--- src/rtl/mips_pkg.sv ---
// Shared definitions for the MIPS MEM stage: access-size encodings, FSM states, widths.
package mips_pkg;

  localparam int DATA_W = 32;
  localparam int REG_W  = 5;

  localparam logic [1:0] SIZE_BYTE = 2'b00;
  localparam logic [1:0] SIZE_HALF = 2'b01;
  localparam logic [1:0] SIZE_WORD = 2'b10;

  typedef enum logic {
    ST_IDLE = 1'b0,
    ST_WAIT = 1'b1
  } mem_state_e;

  // Encoding 2'b11 behaves as a word access.
  function automatic logic is_misaligned(input logic [1:0] size, input logic [1:0] addr_lo);
    logic bad;
    bad = 1'b0;
    if (size == SIZE_HALF) begin
      bad = addr_lo[0];
    end else if (size != SIZE_BYTE) begin
      bad = (addr_lo != 2'b00);
    end
    return bad;
  endfunction

endpackage

--- src/rtl/mem_access_stage_if.sv ---
// Data-memory bus between the MEM stage (master) and the data memory (slave).
interface mem_access_stage_if;
  import mips_pkg::*;

  // Handshake: master raises dmem_req and holds addr/we/wdata/be stable until a
  // cycle where the slave drives dmem_ready=1; that cycle completes the access
  // and dmem_rdata is valid in it. dmem_ready is ignored while dmem_req=0.
  logic              dmem_req;
  logic              dmem_we;
  logic [DATA_W-1:0] dmem_addr;
  logic [DATA_W-1:0] dmem_wdata;
  logic [3:0]        dmem_be;
  logic [DATA_W-1:0] dmem_rdata;
  logic              dmem_ready;

  modport master (
    output dmem_req, dmem_we, dmem_addr, dmem_wdata, dmem_be,
    input  dmem_rdata, dmem_ready
  );

  modport slave (
    input  dmem_req, dmem_we, dmem_addr, dmem_wdata, dmem_be,
    output dmem_rdata, dmem_ready
  );
endinterface

--- src/rtl/mem_access_stage_lane.sv ---
// Big-endian lane steering: store replication/byte enables and load extraction/extension.
module mem_lane_align
  import mips_pkg::*;
(
  input  logic [1:0]        size,
  input  logic [1:0]        addr_lo,
  input  logic              load_unsigned,
  input  logic [DATA_W-1:0] store_data,
  input  logic [DATA_W-1:0] rdata,
  output logic [DATA_W-1:0] wdata,
  output logic [3:0]        be,
  output logic [DATA_W-1:0] load_data
);

  logic [7:0]  byte_sel;
  logic [15:0] half_sel;

  always_comb begin
    wdata     = store_data;
    be        = 4'b1111;
    load_data = rdata;
    byte_sel  = 8'h00;
    half_sel  = 16'h0000;

    case (size)
      SIZE_BYTE: begin
        // Lane 0 (addr_lo=0) is the most significant byte.
        case (addr_lo)
          2'd0:    byte_sel = rdata[31:24];
          2'd1:    byte_sel = rdata[23:16];
          2'd2:    byte_sel = rdata[15:8];
          default: byte_sel = rdata[7:0];
        endcase
        be        = 4'b1000 >> addr_lo;
        wdata     = {4{store_data[7:0]}};
        load_data = load_unsigned ? {24'h000000, byte_sel} : {{24{byte_sel[7]}}, byte_sel};
      end
      SIZE_HALF: begin
        half_sel  = addr_lo[1] ? rdata[15:0] : rdata[31:16];
        be        = addr_lo[1] ? 4'b0011 : 4'b1100;
        wdata     = {2{store_data[15:0]}};
        load_data = load_unsigned ? {16'h0000, half_sel} : {{16{half_sel[15]}}, half_sel};
      end
      default: begin
        wdata     = store_data;
        be        = 4'b1111;
        load_data = rdata;
      end
    endcase
  end

endmodule

--- src/rtl/mem_access_stage.sv ---
// MIPS MEM stage: issues loads/stores on the data bus, stalls while the memory is not
// ready, and builds the MEM/WB write triple. Optional: MEM_ALIGN_CHECK_EN adds a misaligned output.
module mem_access_stage
  import mips_pkg::*;
(
  input  logic              clk,
  input  logic              reset_n,
  input  logic              mem_read,
  input  logic              mem_write,
  input  logic              mem_to_reg,
  input  logic              reg_write_in,
  input  logic [1:0]        access_size,
  input  logic              load_unsigned,
  input  logic [DATA_W-1:0] alu_result,
  input  logic [DATA_W-1:0] store_data,
  input  logic [REG_W-1:0]  write_register_destination_in,
  mem_access_stage_if.master dmem,
  output logic              stall,
  output logic              reg_write_out,
  output logic [DATA_W-1:0] write_register_data,
  output logic [REG_W-1:0]  write_register_destination,
  output logic [15:0]       stall_cycles,
  output mem_state_e        state_dbg
`ifdef MEM_ALIGN_CHECK_EN
  ,
  output logic              misaligned
`endif
);

  mem_state_e  state_q, state_d;
  logic [15:0] stall_cycles_q, stall_cycles_d;

  logic              mem_op;
  logic              bad_align;
  logic              op_go;
  logic              req;
  logic              stall_int;
  logic [DATA_W-1:0] lane_wdata;
  logic [3:0]        lane_be;
  logic [DATA_W-1:0] lane_load_data;

  mem_lane_align u_lane (
    .size          (access_size),
    .addr_lo       (alu_result[1:0]),
    .load_unsigned (load_unsigned),
    .store_data    (store_data),
    .rdata         (dmem.dmem_rdata),
    .wdata         (lane_wdata),
    .be            (lane_be),
    .load_data     (lane_load_data)
  );

  always_comb begin
    mem_op = mem_read | mem_write;
`ifdef MEM_ALIGN_CHECK_EN
    bad_align = mem_op & is_misaligned(access_size, alu_result[1:0]);
`else
    bad_align = 1'b0;
`endif
    op_go = mem_op & ~bad_align;
    // In WAIT the upstream stall keeps the op inputs stable, so the request stays up.
    req       = (state_q == ST_WAIT) | op_go;
    stall_int = req & ~dmem.dmem_ready;
  end

  always_comb begin
    state_d = state_q;
    case (state_q)
      ST_IDLE: if (op_go && !dmem.dmem_ready) state_d = ST_WAIT;
      ST_WAIT: if (dmem.dmem_ready)           state_d = ST_IDLE;
      default:                                state_d = ST_IDLE;
    endcase

    stall_cycles_d = stall_cycles_q;
    if (stall_int && (stall_cycles_q != 16'hFFFF)) begin
      stall_cycles_d = stall_cycles_q + 16'd1;
    end
  end

  always_ff @(posedge clk) begin
    if (!reset_n) begin
      state_q        <= ST_IDLE;
      stall_cycles_q <= 16'h0000;
    end else begin
      state_q        <= state_d;
      stall_cycles_q <= stall_cycles_d;
    end
  end

  always_comb begin
    dmem.dmem_req   = req;
    dmem.dmem_we    = req & mem_write;
    dmem.dmem_addr  = {alu_result[DATA_W-1:2], 2'b00};
    dmem.dmem_wdata = lane_wdata;
    dmem.dmem_be    = lane_be;

    stall = stall_int;
    // A stalled cycle is a bubble into MEM/WB; a rejected misaligned op never writes back.
    reg_write_out              = reg_write_in & ~stall_int & ~bad_align;
    write_register_data        = mem_to_reg ? lane_load_data : alu_result;
    write_register_destination = write_register_destination_in;
    stall_cycles               = stall_cycles_q;
    state_dbg                  = state_q;
  end

`ifdef MEM_ALIGN_CHECK_EN
  assign misaligned = bad_align;
`endif

endmodule

--- src/flat_wrapper.sv ---
// flat-port wrapper written by rule: the top's interface ports become plain ports
module mem_access_stage_flat import mips_pkg::*;
  (clk, reset_n, mem_read, mem_write, mem_to_reg, reg_write_in, access_size, load_unsigned, alu_result, store_data, write_register_destination_in, stall, reg_write_out, write_register_data, write_register_destination, stall_cycles, state_dbg, dmem_dmem_req, dmem_dmem_we, dmem_dmem_addr, dmem_dmem_wdata, dmem_dmem_be, dmem_dmem_rdata, dmem_dmem_ready);
  mem_access_stage_if dmem_i ();
  input  logic clk;
  input  logic reset_n;
  input  logic mem_read;
  input  logic mem_write;
  input  logic mem_to_reg;
  input  logic reg_write_in;
  input  logic [1:0] access_size;
  input  logic load_unsigned;
  input  logic [DATA_W-1:0] alu_result;
  input  logic [DATA_W-1:0] store_data;
  input  logic [REG_W-1:0] write_register_destination_in;
  output logic stall;
  output logic reg_write_out;
  output logic [DATA_W-1:0] write_register_data;
  output logic [REG_W-1:0] write_register_destination;
  output logic [15:0] stall_cycles;
  output mem_state_e state_dbg;
  output wire logic [$bits(dmem_i.dmem_req)-1:0] dmem_dmem_req;
  output wire logic [$bits(dmem_i.dmem_we)-1:0] dmem_dmem_we;
  output wire logic [$bits(dmem_i.dmem_addr)-1:0] dmem_dmem_addr;
  output wire logic [$bits(dmem_i.dmem_wdata)-1:0] dmem_dmem_wdata;
  output wire logic [$bits(dmem_i.dmem_be)-1:0] dmem_dmem_be;
  input wire logic [$bits(dmem_i.dmem_rdata)-1:0] dmem_dmem_rdata;
  input wire logic [$bits(dmem_i.dmem_ready)-1:0] dmem_dmem_ready;
  assign dmem_dmem_req = dmem_i.dmem_req;
  assign dmem_dmem_we = dmem_i.dmem_we;
  assign dmem_dmem_addr = dmem_i.dmem_addr;
  assign dmem_dmem_wdata = dmem_i.dmem_wdata;
  assign dmem_dmem_be = dmem_i.dmem_be;
  assign dmem_i.dmem_rdata = dmem_dmem_rdata;
  assign dmem_i.dmem_ready = dmem_dmem_ready;
  mem_access_stage u_core (.clk(clk), .reset_n(reset_n), .mem_read(mem_read), .mem_write(mem_write), .mem_to_reg(mem_to_reg), .reg_write_in(reg_write_in), .access_size(access_size), .load_unsigned(load_unsigned), .alu_result(alu_result), .store_data(store_data), .write_register_destination_in(write_register_destination_in), .dmem(dmem_i), .stall(stall), .reg_write_out(reg_write_out), .write_register_data(write_register_data), .write_register_destination(write_register_destination), .stall_cycles(stall_cycles), .state_dbg(state_dbg));
endmodule
--- config.mk ---
export PLATFORM = sky130hd
export DESIGN_NAME = mem_access_stage_flat
export DESIGN_NICKNAME = d
export VERILOG_FILES = /design/src/rtl/mips_pkg.sv /design/src/rtl/mem_access_stage_if.sv /design/src/rtl/mem_access_stage_lane.sv /design/src/rtl/mem_access_stage.sv /design/src/flat_wrapper.sv
export SDC_FILE = /design/constraint.sdc
export NUM_CORES = 1
export LEC_CHECK = 0
export ABC_AREA = 0
export CORE_ASPECT_RATIO = 0.5
export CORE_MARGIN = 5
export CORE_UTILIZATION = 28
export CTS_CLUSTER_SIZE = 24
export DETAILED_ROUTE_END_ITERATION = 12
export PLACE_DENSITY = 0.78
export SYNTH_ARGS = -nofsm -noshare
export SYNTH_HDL_FRONTEND = slang
export SYNTH_SLANG_ARGS = --single-unit
--- constraint.sdc ---
create_clock -name clk -period 1.9 [get_ports clk]
set_input_delay 0.38 -clock clk [delete_from_list [all_inputs] [get_ports clk]]
set_output_delay 0.38 -clock clk [all_outputs]
set_load 0.03 [all_outputs]
==> impl_metrics.env <==
export IMPL_hold_buffers=0
export IMPL_grt_busiest_layer="met2"
export IMPL_setup_violations=32
export IMPL_yosysSeqAreaShare=0.134
export IMPL_wirelength_um=11600
export IMPL_root_buffer="clkbuf_16"
export IMPL_critPathBufInv=2
export IMPL_ys_flop_type="dfxtp_1"
export IMPL_grt_pass1_wl_um=17300
export IMPL_htree_levels=1
export IMPL_p_comb_frac=0.652
export IMPL_dr_pass1_iters=4
export IMPL_rsz0062_at_grt="yes"
export IMPL_grt_pass1_vias=3504
export IMPL_synth_distinct_cells=49
export IMPL_io_pins=237
export IMPL_drc=0
export IMPL_ant_nets=0
export IMPL_synthCells=357
export IMPL_diodes=0
export IMPL_synth_area_per_cell_um2=7.10
export IMPL_crit_path_start_kind="primary input"
export IMPL_cpMaxStageDelayCell="mux4_2"
export IMPL_cts_sinks=17
export IMPL_io_buffers=224
export IMPL_fin_nets=697
export IMPL_synthArstFlopShare=0
export IMPL_yosys_warnings=0
export IMPL_critical_path_max_stage_delay_ns=0.48
export IMPL_via_per_inst=4.93
export IMPL_power_frac_seq=0.163
export IMPL_min_path_type="reg2reg"
export IMPL_rows=24
export IMPL_endpoint_kind="primary output"
export IMPL_clockBufferDepth=2
export IMPL_insertion_delay_ns=0.25
export IMPL_power_per_cell_area_mw_per_mm2=426
export IMPL_critical_path_max_fanout=3
export IMPL_die_h_um=77.3
export IMPL_area_growth_pct=109
export IMPL_internal_power_uw=1370
export IMPL_drt_iter0_markers=147
export IMPL_vias=3456
export IMPL_dp_cells=678
export IMPL_met3_usage=0.0131
export IMPL_required_ns=1.52
export IMPL_ys_ff_latch=17
export IMPL_wl_per_cell_um=16.5
export IMPL_p_sw_uw=896
export IMPL_cts_buffers=3
export IMPL_gp_congestion=0.869
export IMPL_overflow=0
export IMPL_path_cells="buf_8 -> mux4_2 -> and2_4 -> a221o_1 -> mux2_4 -> buf_6"
export IMPL_period_share=1.12
export IMPL_status="finished with violations"
export IMPL_setup_ws_ns=-0.237
export IMPL_grt_usage=0.187
export IMPL_final_cells=701
export IMPL_antenna_found_initial=0
export IMPL_violations="negative setup slack"
export IMPL_max_freq_ghz=0.468
export IMPL_period_minus_slack_ns=2.14
export IMPL_final_setup_skew_ns=0.00213
export IMPL_hold_viol=0
export IMPL_clock_power_share=0.185
export IMPL_path_class="in2out"
export IMPL_cts_tree="done"
export IMPL_slew_viol_final=0
export IMPL_critical_path_top_delay_family="multiplexers"
export IMPL_cp_data_arrival_time_ns=1.76
export IMPL_die_x_um=145
export IMPL_p_sw_frac=0.396
export IMPL_layout_drive_gt1_share=0.425
export IMPL_core_area_mm2=0.00877
export IMPL_vdd_drop_max_uv=462
export IMPL_synth_edf_count=0
export IMPL_fp_dieArea_mm2=0.0112
export IMPL_p_leak_uw=0.00232
export IMPL_dpl_hpwl_um=9020
export IMPL_whs_ns=0.492
export IMPL_initial_core_util=0.289
export IMPL_met1_usage=0.214
export IMPL_clkTransAtPathRegs_ns=0.05
export IMPL_grt_max_degree=20
export IMPL_max_cap_violations=0
export IMPL_synth_area_mm2=0.00254
export IMPL_grt_met2_usage=0.373
-- synthesized netlist by cell type (2+ instances only) --
| library cell | instances | area share |
|---|---|---|
| mux2_2 | 19 | 0.084 |
| o21ai_0 | 14 | 0.028 |
| buf_2 | 6 | 0.012 |
| nand2_1 | 44 | 0.065 |
| inv_1 | 11 | 0.016 |
| a22o_1 | 8 | 0.028 |
| mux2i_1 | 26 | 0.10 |
| o311ai_0 | 3 | 0.010 |
| o22ai_1 | 2 | 0.0049 |
| nor3_1 | 6 | 0.012 |
| or3_1 | 2 | 0.0049 |
| clkbuf_1 | 16 | 0.024 |
| o41ai_1 | 3 | 0.010 |
| a21oi_1 | 24 | 0.047 |
| a21o_1 | 2 | 0.0059 |
| nor2_1 | 27 | 0.040 |
| buf_4 | 47 | 0.14 |
| o221ai_1 | 5 | 0.017 |
| and3_1 | 3 | 0.0074 |
| nand4_1 | 4 | 0.0099 |
| dfxtp_1 | 17 | 0.13 |
| and2_1 | 4 | 0.0099 |
| nand2b_1 | 11 | 0.027 |
| nor4_1 | 2 | 0.0049 |
| a22oi_1 | 8 | 0.024 |
| a211oi_1 | 2 | 0.0059 |
| nand3_1 | 6 | 0.012 |
| and4_1 | 5 | 0.017 |
| a31oi_1 | 10 | 0.025 |
-- placed cells by master, fill, tap and decap left out, types with 7 or more instances in the layout --
cell / n
a21oi_1: 7
a21oi_2: 16
a22o_1: 8
a31oi_1: 9
buf_4: 118
buf_6: 41
clkdlybuf4s50_1: 103
dfxtp_1: 17
dlygate4sd2_1: 9
inv_1: 10
mux2_2: 17
mux2i_1: 21
nand2_1: 43
nand2b_1: 11
nor2_1: 27
o21ai_0: 8
-- repair_timing --
item                       CTS  global route
pin swaps                   11            12
cloned                       3             0
resized for setup          229            32
setup endpoints to repair   58            37
buffers inserted            13             6
-- power by group through the flow --
stage                     logic, uW  registers [uW]  clock network, uW
final                          1480             368                419
after global routing           1550             369                445
after CTS                      1460             368                427
after detailed placement       1340             375                  0
after global placement         1330             375                  0
after floorplan                 748             385                  0
-- path summary, 6_finish.rpt --
path	startpoint	to	slack (ns)	cells past startpoint
worst min register to register	u_core.stall_cycles[8]	u_core.stall_cycles[8]	0.49	2
worst max register to register	u_core.stall_cycles[0]	u_core.stall_cycles[5]	0.10	5
worst max-delay path	alu_result[1]	write_register_data[7]	-0.24	6
worst min-delay path	u_core.stall_cycles[8]	u_core.stall_cycles[8]	0.49	2
-- worst register-to-register path: cells and delay by family, from the launching register on --
family | cells | cell delay [ns]
AND/OR/NAND/NOR | 3 | 0.97
flip-flops | 1 | 0.34
adder cells (fa/ha/maj) | 1 | 0.27
AO/OA/AOI/OAI | 1 | 0.15
-- state kept, by name (all words and copies together) (netlist names) --
signal,cells
u_core.stall_cycles,16
u_core.state_dbg,1
-- layout make-up --
class / count / area, um^2
clock buffer: 4 / 78.8
sequential: 17 / 340
tap: 117 / 146
timing repair buffer: 292 / 2760
multi-input combinational: 260 / 1940
fill: 768 / 3460
inverter: 11 / 41.3
-- logic make-up (layout without fill, tap and decap cells) --
family,count (synthesis),after routing,share of synthesized area
and+or+nand+nor,124,124,0.246
AOI/OAI and AO/OA,87,87,0.224
buffers and inverters,81,307,0.193
muxes,46,46,0.196
DFF,17,17,0.134
adders and majority gates,1,1,0.00493
other,1,2,0.00148
-- through the flow --
| step | setup slack [ns] | setup TNS (ns) | util | instance area (um^2) | power (uW) |
|---|---|---|---|---|---|
| 6_report | -0.237 | -3.71 | 0.606 | 5310 | 2260 |
| 5_1_grt | -0.258 | -5.38 | 0.606 | 5310 | 2370 |
| 4_1_cts | -0.246 | -4.53 | 0.594 | 5210 | 2250 |
| 3_5_place_dp | -1.18 | -38.15 | 0.544 | 4770 | 1720 |
| 3_3_place_gp | -1.15 | -36.46 | 0.544 | 4770 | 1710 |
| 2_1_floorplan | -0.156 | -2.86 | - | 2640 | 1130 |
-- layer usage --
layer	up-vias	routed length, um
met5	-	0
met4	0	176
met3	15	689
met2	122	6310
met1	1618	4400
li1	1701	-
No activity file was read; power rests on OpenSTA's default activity.
